**src/rtl/shift_unit_pipelined_if.sv**
```systemverilog
// shift_unit_pipelined_if: operand and result handshake bundle for shift_unit_pipelined
//   master: operand source / result consumer side
//   slave : the shift unit
//   in_*  : operand beat (data, amount, op) with valid/ready
//   out_* : result beat (data, carry, zero, err) with valid/ready
interface shift_unit_pipelined_if #(parameter int WIDTH = 8);
  localparam int AMT_W = $clog2(WIDTH);
  logic             in_valid;
  logic             in_ready;
  logic [WIDTH-1:0] in_data;
  logic [AMT_W-1:0] in_amt;
  logic [2:0]       in_op;
  logic             out_valid;
  logic             out_ready;
  logic [WIDTH-1:0] out_data;
  logic             out_carry;
  logic             out_zero;
  logic             out_err;
  modport master (
    output in_valid, in_data, in_amt, in_op, out_ready,
    input  in_ready, out_valid, out_data, out_carry, out_zero, out_err
  );
  modport slave (
    input  in_valid, in_data, in_amt, in_op, out_ready,
    output in_ready, out_valid, out_data, out_carry, out_zero, out_err
  );
endinterface

```
**src/rtl/shift_unit_pipelined.sv**
```systemverilog
// shift_unit_pipelined: two-stage pipelined shift/rotate unit with valid/ready handshakes
//   clk   : rising-edge clock
//   reset : synchronous active-high reset, discards in-flight beats
//   bus   : shift_unit_pipelined_if.slave (operand in, result out)
//   ops   : 000 SLL, 001 SRL, 010 SRA, 011 ROL, 100 ROR, others illegal
//   SHIFT_ROTATE_EN : when defined, ROL/ROR are built; otherwise they report err
module shift_unit_pipelined #(
  parameter int WIDTH = 8
) (
  input logic                  clk,
  input logic                  reset,
  shift_unit_pipelined_if.slave bus
);
  localparam int AMT_W = $clog2(WIDTH);
  logic             s0_valid;
  logic [WIDTH-1:0] s0_data;
  logic [AMT_W-1:0] s0_amt;
  logic [2:0]       s0_op;
  logic             s1_free;
  logic             accept;
  logic [WIDTH:0]   sll_w;
  logic [WIDTH:0]   sr_w;
  logic [WIDTH:0]   sra_w;
  logic [WIDTH-1:0] y;
  logic             carry;
  logic             legal;
  assign s1_free      = !bus.out_valid || bus.out_ready;
  assign bus.in_ready = !reset && (!s0_valid || s1_free);
  assign accept       = bus.in_valid && bus.in_ready;
  // One guard bit on the side the data leaves catches the last bit shifted out;
  // it is naturally 0 when the amount is 0.
  assign sll_w = {1'b0, s0_data} << s0_amt;
  assign sr_w  = {s0_data, 1'b0} >> s0_amt;
  assign sra_w = $signed({s0_data, 1'b0}) >>> s0_amt;
`ifdef SHIFT_ROTATE_EN
  logic [WIDTH-1:0] rol;
  logic [WIDTH-1:0] ror;
  // A shift by WIDTH yields 0, so amount 0 reduces to y = a.
  assign rol = (s0_data << s0_amt) | (s0_data >> (WIDTH - s0_amt));
  assign ror = (s0_data >> s0_amt) | (s0_data << (WIDTH - s0_amt));
`endif
  always_comb begin
    y     = s0_data;
    carry = 1'b0;
    legal = 1'b1;
    if (s0_op == 3'd0) {carry, y} = sll_w;
    else if (s0_op == 3'd1) {y, carry} = sr_w;
    else if (s0_op == 3'd2) {y, carry} = sra_w;
`ifdef SHIFT_ROTATE_EN
    else if (s0_op == 3'd3) begin
      y     = rol;
      carry = (s0_amt != '0) && rol[0];
    end
    else if (s0_op == 3'd4) begin
      y     = ror;
      carry = (s0_amt != '0) && ror[WIDTH-1];
    end
`endif
    else legal = 1'b0;
  end
  always_ff @(posedge clk) begin
    if (reset) begin
      s0_valid      <= 1'b0;
      bus.out_valid <= 1'b0;
      bus.out_data  <= '0;
      bus.out_carry <= 1'b0;
      bus.out_zero  <= 1'b0;
      bus.out_err   <= 1'b0;
    end else begin
      if (s1_free) bus.out_valid <= s0_valid;
      if (s1_free && s0_valid) begin
        bus.out_data  <= y;
        bus.out_carry <= carry;
        bus.out_zero  <= (y == '0);
        bus.out_err   <= !legal;
      end
      if (accept) begin
        s0_valid <= 1'b1;
        s0_data  <= bus.in_data;
        s0_amt   <= bus.in_amt;
        s0_op    <= bus.in_op;
      end else if (s1_free) s0_valid <= 1'b0;
    end
  end
endmodule

```
**src/flat_wrapper.sv**
```systemverilog
// flat-port wrapper written by rule: the top's interface ports become plain ports
module shift_unit_pipelined_flat 
#(
  parameter int WIDTH = 8
)
  (clk, reset, bus_in_valid, bus_in_data, bus_in_amt, bus_in_op, bus_out_ready, bus_in_ready, bus_out_valid, bus_out_data, bus_out_carry, bus_out_zero, bus_out_err);
  shift_unit_pipelined_if #(.WIDTH(WIDTH)) bus_i ();
  input logic clk;
  input logic reset;
  input wire logic [$bits(bus_i.in_valid)-1:0] bus_in_valid;
  input wire logic [$bits(bus_i.in_data)-1:0] bus_in_data;
  input wire logic [$bits(bus_i.in_amt)-1:0] bus_in_amt;
  input wire logic [$bits(bus_i.in_op)-1:0] bus_in_op;
  input wire logic [$bits(bus_i.out_ready)-1:0] bus_out_ready;
  output wire logic [$bits(bus_i.in_ready)-1:0] bus_in_ready;
  output wire logic [$bits(bus_i.out_valid)-1:0] bus_out_valid;
  output wire logic [$bits(bus_i.out_data)-1:0] bus_out_data;
  output wire logic [$bits(bus_i.out_carry)-1:0] bus_out_carry;
  output wire logic [$bits(bus_i.out_zero)-1:0] bus_out_zero;
  output wire logic [$bits(bus_i.out_err)-1:0] bus_out_err;
  assign bus_i.in_valid = bus_in_valid;
  assign bus_i.in_data = bus_in_data;
  assign bus_i.in_amt = bus_in_amt;
  assign bus_i.in_op = bus_in_op;
  assign bus_i.out_ready = bus_out_ready;
  assign bus_in_ready = bus_i.in_ready;
  assign bus_out_valid = bus_i.out_valid;
  assign bus_out_data = bus_i.out_data;
  assign bus_out_carry = bus_i.out_carry;
  assign bus_out_zero = bus_i.out_zero;
  assign bus_out_err = bus_i.out_err;
  shift_unit_pipelined #(.WIDTH(WIDTH)) u_core (.clk(clk), .reset(reset), .bus(bus_i));
endmodule
```
**config.mk**
```make
export PLATFORM = sky130hd
export DESIGN_NAME = shift_unit_pipelined_flat
export DESIGN_NICKNAME = d
export VERILOG_FILES = /design/src/rtl/shift_unit_pipelined_if.sv /design/src/rtl/shift_unit_pipelined.sv /design/src/flat_wrapper.sv
export SDC_FILE = /design/constraint.sdc
export NUM_CORES = 1
export LEC_CHECK = 0
export CAP_MARGIN = 20
export CORE_MARGIN = 4
export CORE_UTILIZATION = 53
export CTS_BUF_LIST = sky130_fd_sc_hd__clkbuf_4 sky130_fd_sc_hd__clkbuf_8 sky130_fd_sc_hd__clkbuf_16
export CTS_CLUSTER_SIZE = 24
export DETAILED_ROUTE_END_ITERATION = 10
export PLACE_DENSITY = 0.84
export SKIP_CTS_REPAIR_TIMING = 1
export SYNTH_ARGS = -nofsm -noshare
export SYNTH_HDL_FRONTEND = slang
export SYNTH_SLANG_ARGS = --single-unit
export TNS_END_PERCENT = 50
```
**constraint.sdc**
```tcl
create_clock -name clk -period 2.6 [get_ports clk]
set_input_delay 0.39 -clock clk [delete_from_list [all_inputs] [get_ports clk]]
set_output_delay 0.39 -clock clk [all_outputs]
set_load 0.01 [all_outputs]
```
-- Word-level counts from Yosys, hierarchy flattened
Cells that the tools add are included.
- mux-type cells: 11
- reductions and logical operators: 13
- bitwise gates (word level): 1
- shifts and indexed selects: 3
- equal/unequal tests: 2
- operator list (operator ; number):
    $mux 8 ; 3
    $shl 8x3->9 ; 1
    $shr 9x3->9 ; 1
    $sshr 9x3->9 ; 1
    $logic_not 8->1 ; 1
    $mux 1 ; 8
    $logic_not 1->1 ; 4
    $eq 3x1->1 const B ; 1
    $eq 3x2->1 const B ; 1
    $logic_and 1x1->1 ; 3
    $logic_not 3->1 ; 1
    $logic_or 1x1->1 ; 2
    $reduce_and 2->1 ; 1
    $reduce_bool 2->1 ; 1
    $not 1->1 ; 1
- register bits after elaboration: 27

-- Logic depth before layout (Yosys ltp)
- depth in word-level cells: 6
- depth in mapped cells: 9
- gate-level depth less buffers: 6

-- Worst setup path after synthesis
No wires, ideal clock.
- path type: register to register
- start: register u_core.s0_data[0]
- end: register u_core.bus.out_zero
- library setup time: 0.092 ns
- arrival: 1.982 ns
- setup slack: 0.526 ns
- stages on the path, launching flop included: 8
- cells stage by stage: edfxtp_1 > buf_6 > mux4_2 > mux2_4 > a22oi_2 > o311ai_1 > or4_1 > o32ai_1
- cells in the longest elaborated chain, start to end: 5
- RTL lines (item ; line ; RTL):
    start, declared ; shift_unit_pipelined.sv:16 ; logic [WIDTH-1:0] s0_data;
    start signal, assigned ; shift_unit_pipelined.sv:79 ; s0_data <= bus.in_data;
    $sshr 9x3->9 ; shift_unit_pipelined.sv:34 ; assign sra_w = $signed({s0_data, 1'b0}) >>> s0_amt;
    $mux 8 ; shift_unit_pipelined.sv:48 ; else if (s0_op == 3'd2) {y, carry} = sra_w;
    $mux 8 ; shift_unit_pipelined.sv:47 ; else if (s0_op == 3'd1) {y, carry} = sr_w;
    $mux 8 (*) ; shift_unit_pipelined.sv:46 ; if (s0_op == 3'd0) {carry, y} = sll_w;
    $logic_not 8->1 (*) ; shift_unit_pipelined.sv:74 ; bus.out_zero <= (y == '0);
    end signal, assigned ; shift_unit_pipelined.sv:74 ;
    end, declared ; shift_unit_pipelined_if.sv:25 ; output in_ready, out_valid, out_data, out_carry, out_zero, out_err
Mark *: on every way between the ends. The rest lies on a longest branch, timed or not.
A chain may end at the register's enable or synchronous reset.

-- Final worst setup path
- start: register u_core.s0_data[3]
- end: register u_core.bus.out_zero
Same word-level chain as after synthesis.

==> impl_metrics.toml <==
[floorplan]
num_rows = 21
die_w_um = 67.41
boundaryPins = 31
floorplan.core_area_sq_mm = 0.003363
floorplan.die.height_um = 67.41
die_area_sq_mm = 0.004544
floorplan.initialDensity = 0.5562

[sta]
relSlewSlack = 0.5324
period_minus_slack_ps = 2257
timing.final.hold_violations = 0
fmax_ghz = 0.4431
clock-skew-final_ps = 23.80
maxSlewViolCount = 0
setup_viol = 0
setup-tns-final_ps = 0
post-route-period-util = 0.8680
worst-slew-pin-transition_ps = 694.9
rsz0062_at_grt = "false"
final_critical_path_setup_slack_ps = 343.2

[power]
report.power.total_w = 0.0008989
total_leakage_power_nw = 0.8330
power_density_mw_per_mm2 = 391.7
vdd.ir_drop.worst_v = 0.0002581

[clock_tree]
clk_latency_ps = 340
cts_sinks = 27
cts_root_cell = "sky130_fd_sc_hd__clkbuf_4"
tritoncts = "yes"
cts.htree.levels = 1
cts.reportedPaths.clkPinSlew_ps = 150
cts_max_path_buffers = 2
tritoncts.num_buffers = 3

[logic_synthesis]
synth.lib_cells_used.distinct = 51
postSynthRegisterBits = 27
yosys.area.top_type = "sky130_fd_sc_hd__edfxtp_1"
synth.avg_cell_area_sq_um = 9.169
syn-num-nets = 222
synth_most_common_cell = "sky130_fd_sc_hd__nor2_1"
netlist_top_cells_area = "sky130_fd_sc_hd__edfxtp_1, sky130_fd_sc_hd__dfxtp_1, sky130_fd_sc_hd__mux4_2, sky130_fd_sc_hd__mux2i_1, sky130_fd_sc_hd__nor2_1"
synth_seq_area_share = 0.3639
ys_async_sr_fraction = 0
synth_flop_cell = "sky130_fd_sc_hd__edfxtp_1"
mappedNetlistArea_sq_mm = 0.001871
gate_count_of_the_mapped_netlist = 204
yosys-top-cells-count = "sky130_fd_sc_hd__nor2_1, sky130_fd_sc_hd__edfxtp_1, sky130_fd_sc_hd__dfxtp_1, sky130_fd_sc_hd__nand2_1, sky130_fd_sc_hd__a21oi_1"
synth_top_area_frac = 0.2247
ys.warnings.count = 0
synth_edf_count = 14

[place]
gp_congestion = 1.014
dp_hpwl_um = 3710
dp_slack_ps = 335.4
place.port_buffers = 30

[worst_setup_path]
crit_required_ps = 2860
path_class = "register to register"
worst_setup_path_end_kind = "register"
minimum_setup_slack_among_reg_to_reg_paths_ps = 340
crit_path_start_kind = "register"
critPathArrivalTime_ps = 2510
timing.critical_path.fanout_max = 8

[run_status]
outcome = "finished clean"

[cells_and_area]
flow.area_growth_from_synthesis_pct = 22.68
layout-drive-gt1-share = 0.1398
finish.net_count = 255
final_util = 0.6823
num_antenna_cells = 0

[route]
detail_route.drc_violations = 0
vias_per_cell = 6.305
drt-wirelength-per-cell_um = 16.92
firstDrtPassIters = 5
wl_um = 4771
drt_first_iter_violations = 204
ant_nets = 0
via_count = 1778

[global_route]
largest_net_degree_at_the_start_of_global_routing = 22
groute.usage.overall = 0.2291
global_route_wire_length_before_repair_um = 7776
globalRoute.totalOverflow = 0
number_of_antenna_violations_at_the_first_check_in_global_routing = 0
first_global_vias = 1596

[worst_hold_path]
min-delay-path-class = "register to register"

[flow_run]
max_cap_violations = 0
==> flip-flops by register name, summed over array words and instances, names as in the netlist, 3 cells and up <==
signal	cells
u_core.s0_data	8
u_core.bus.out_data	8
u_core.s0_amt	3
u_core.s0_op	3
==> metal layers <==
layer  global-route usage  routed length (um)  part of all wire  up-vias
met1               0.2970                1904              0.40      815
met5                    0                   0                 0        -
met2               0.3902                2285              0.48      109
met4              0.07342                 113             0.024        0
met3              0.03661                 467             0.098       14
li1                     -                   -                 -      840
==> power by group <==
| group | total (W) | switching, W | internal [W] |
|---|---|---|---|
| clock network | 0.000176 | 0.000119 | 0.0000578 |
| logic | 0.000227 | 0.000108 | 0.000119 |
| registers | 0.000496 | 0.0000238 | 0.000472 |
| total | 0.000899 | 0.000250 | 0.000649 |
==> area by class of cell <==
type	instances	area, sq um
Tap cell	46	57.56
Fill cell	290	1069
Clock inverter	1	5.005
Inverter	3	11.26
Timing Repair Buffer	47	427.9
Multi-Input combinational cell	155	1090
Sequential cell	27	680.7
Clock buffer	3	22.52
==> metrics by stage <==
stage               instances  cell area, sq um  hold WS (ps)
global route              282              2295         515.1
finish                    282              2295         498.6
CTS                       282              2295         500.8
detailed placement        278              2267         481.0
global placement          278              2267         471.5
floorplan                 204              1871         461.6
==> path summary, 6_finish.rpt <==
path / cells past startpoint / start / to
setup / recovery: 6 / u_core.s0_data[3] / u_core.bus.out_zero
hold / removal: 2 / u_core.bus.out_zero / u_core.bus.out_zero
setup reg to reg: 6 / u_core.s0_data[3] / u_core.bus.out_zero
hold reg to reg: 2 / u_core.bus.out_zero / u_core.bus.out_zero
==> critical path, cell delays in order, from the launching register on <==
cell	delay (ps)
sky130_fd_sc_hd__edfxtp_1	540
sky130_fd_sc_hd__mux4_2	510
sky130_fd_sc_hd__mux2_4	290
sky130_fd_sc_hd__a22oi_2	210
sky130_fd_sc_hd__o311ai_1	120
sky130_fd_sc_hd__or4_1	410
sky130_fd_sc_hd__o32ai_1	130
==> cells in the final DEF (no fill, tap or decap), types with 6 or more instances in the layout <==
cell	instances
sky130_fd_sc_hd__clkdlybuf4s50_1	30
sky130_fd_sc_hd__nor2_1	26
sky130_fd_sc_hd__buf_4	17
sky130_fd_sc_hd__edfxtp_1	14
sky130_fd_sc_hd__nand2_1	13
sky130_fd_sc_hd__dfxtp_1	13
sky130_fd_sc_hd__a21oi_1	12
sky130_fd_sc_hd__mux2i_1	10
sky130_fd_sc_hd__o21ai_0	10
sky130_fd_sc_hd__nor2b_1	7
sky130_fd_sc_hd__a211oi_1	7
sky130_fd_sc_hd__nor3_1	6
sky130_fd_sc_hd__mux4_2	6
==> cells by family (layout without fill, tap and decap cells) <==
| group | Yosys count | in the layout | share of synthesized area |
|---|---|---|---|
| muxes | 22 | 22 | 0.1719 |
| AOI/OAI and AO/OA | 59 | 59 | 0.2154 |
| and+or+nand+nor | 73 | 73 | 0.1906 |
| DFF | 27 | 27 | 0.3639 |
| buffers and inverters | 22 | 54 | 0.05351 |
| xor gates and xnor gates | 1 | 1 | 0.004683 |
(Power assumes the default switching activity.)
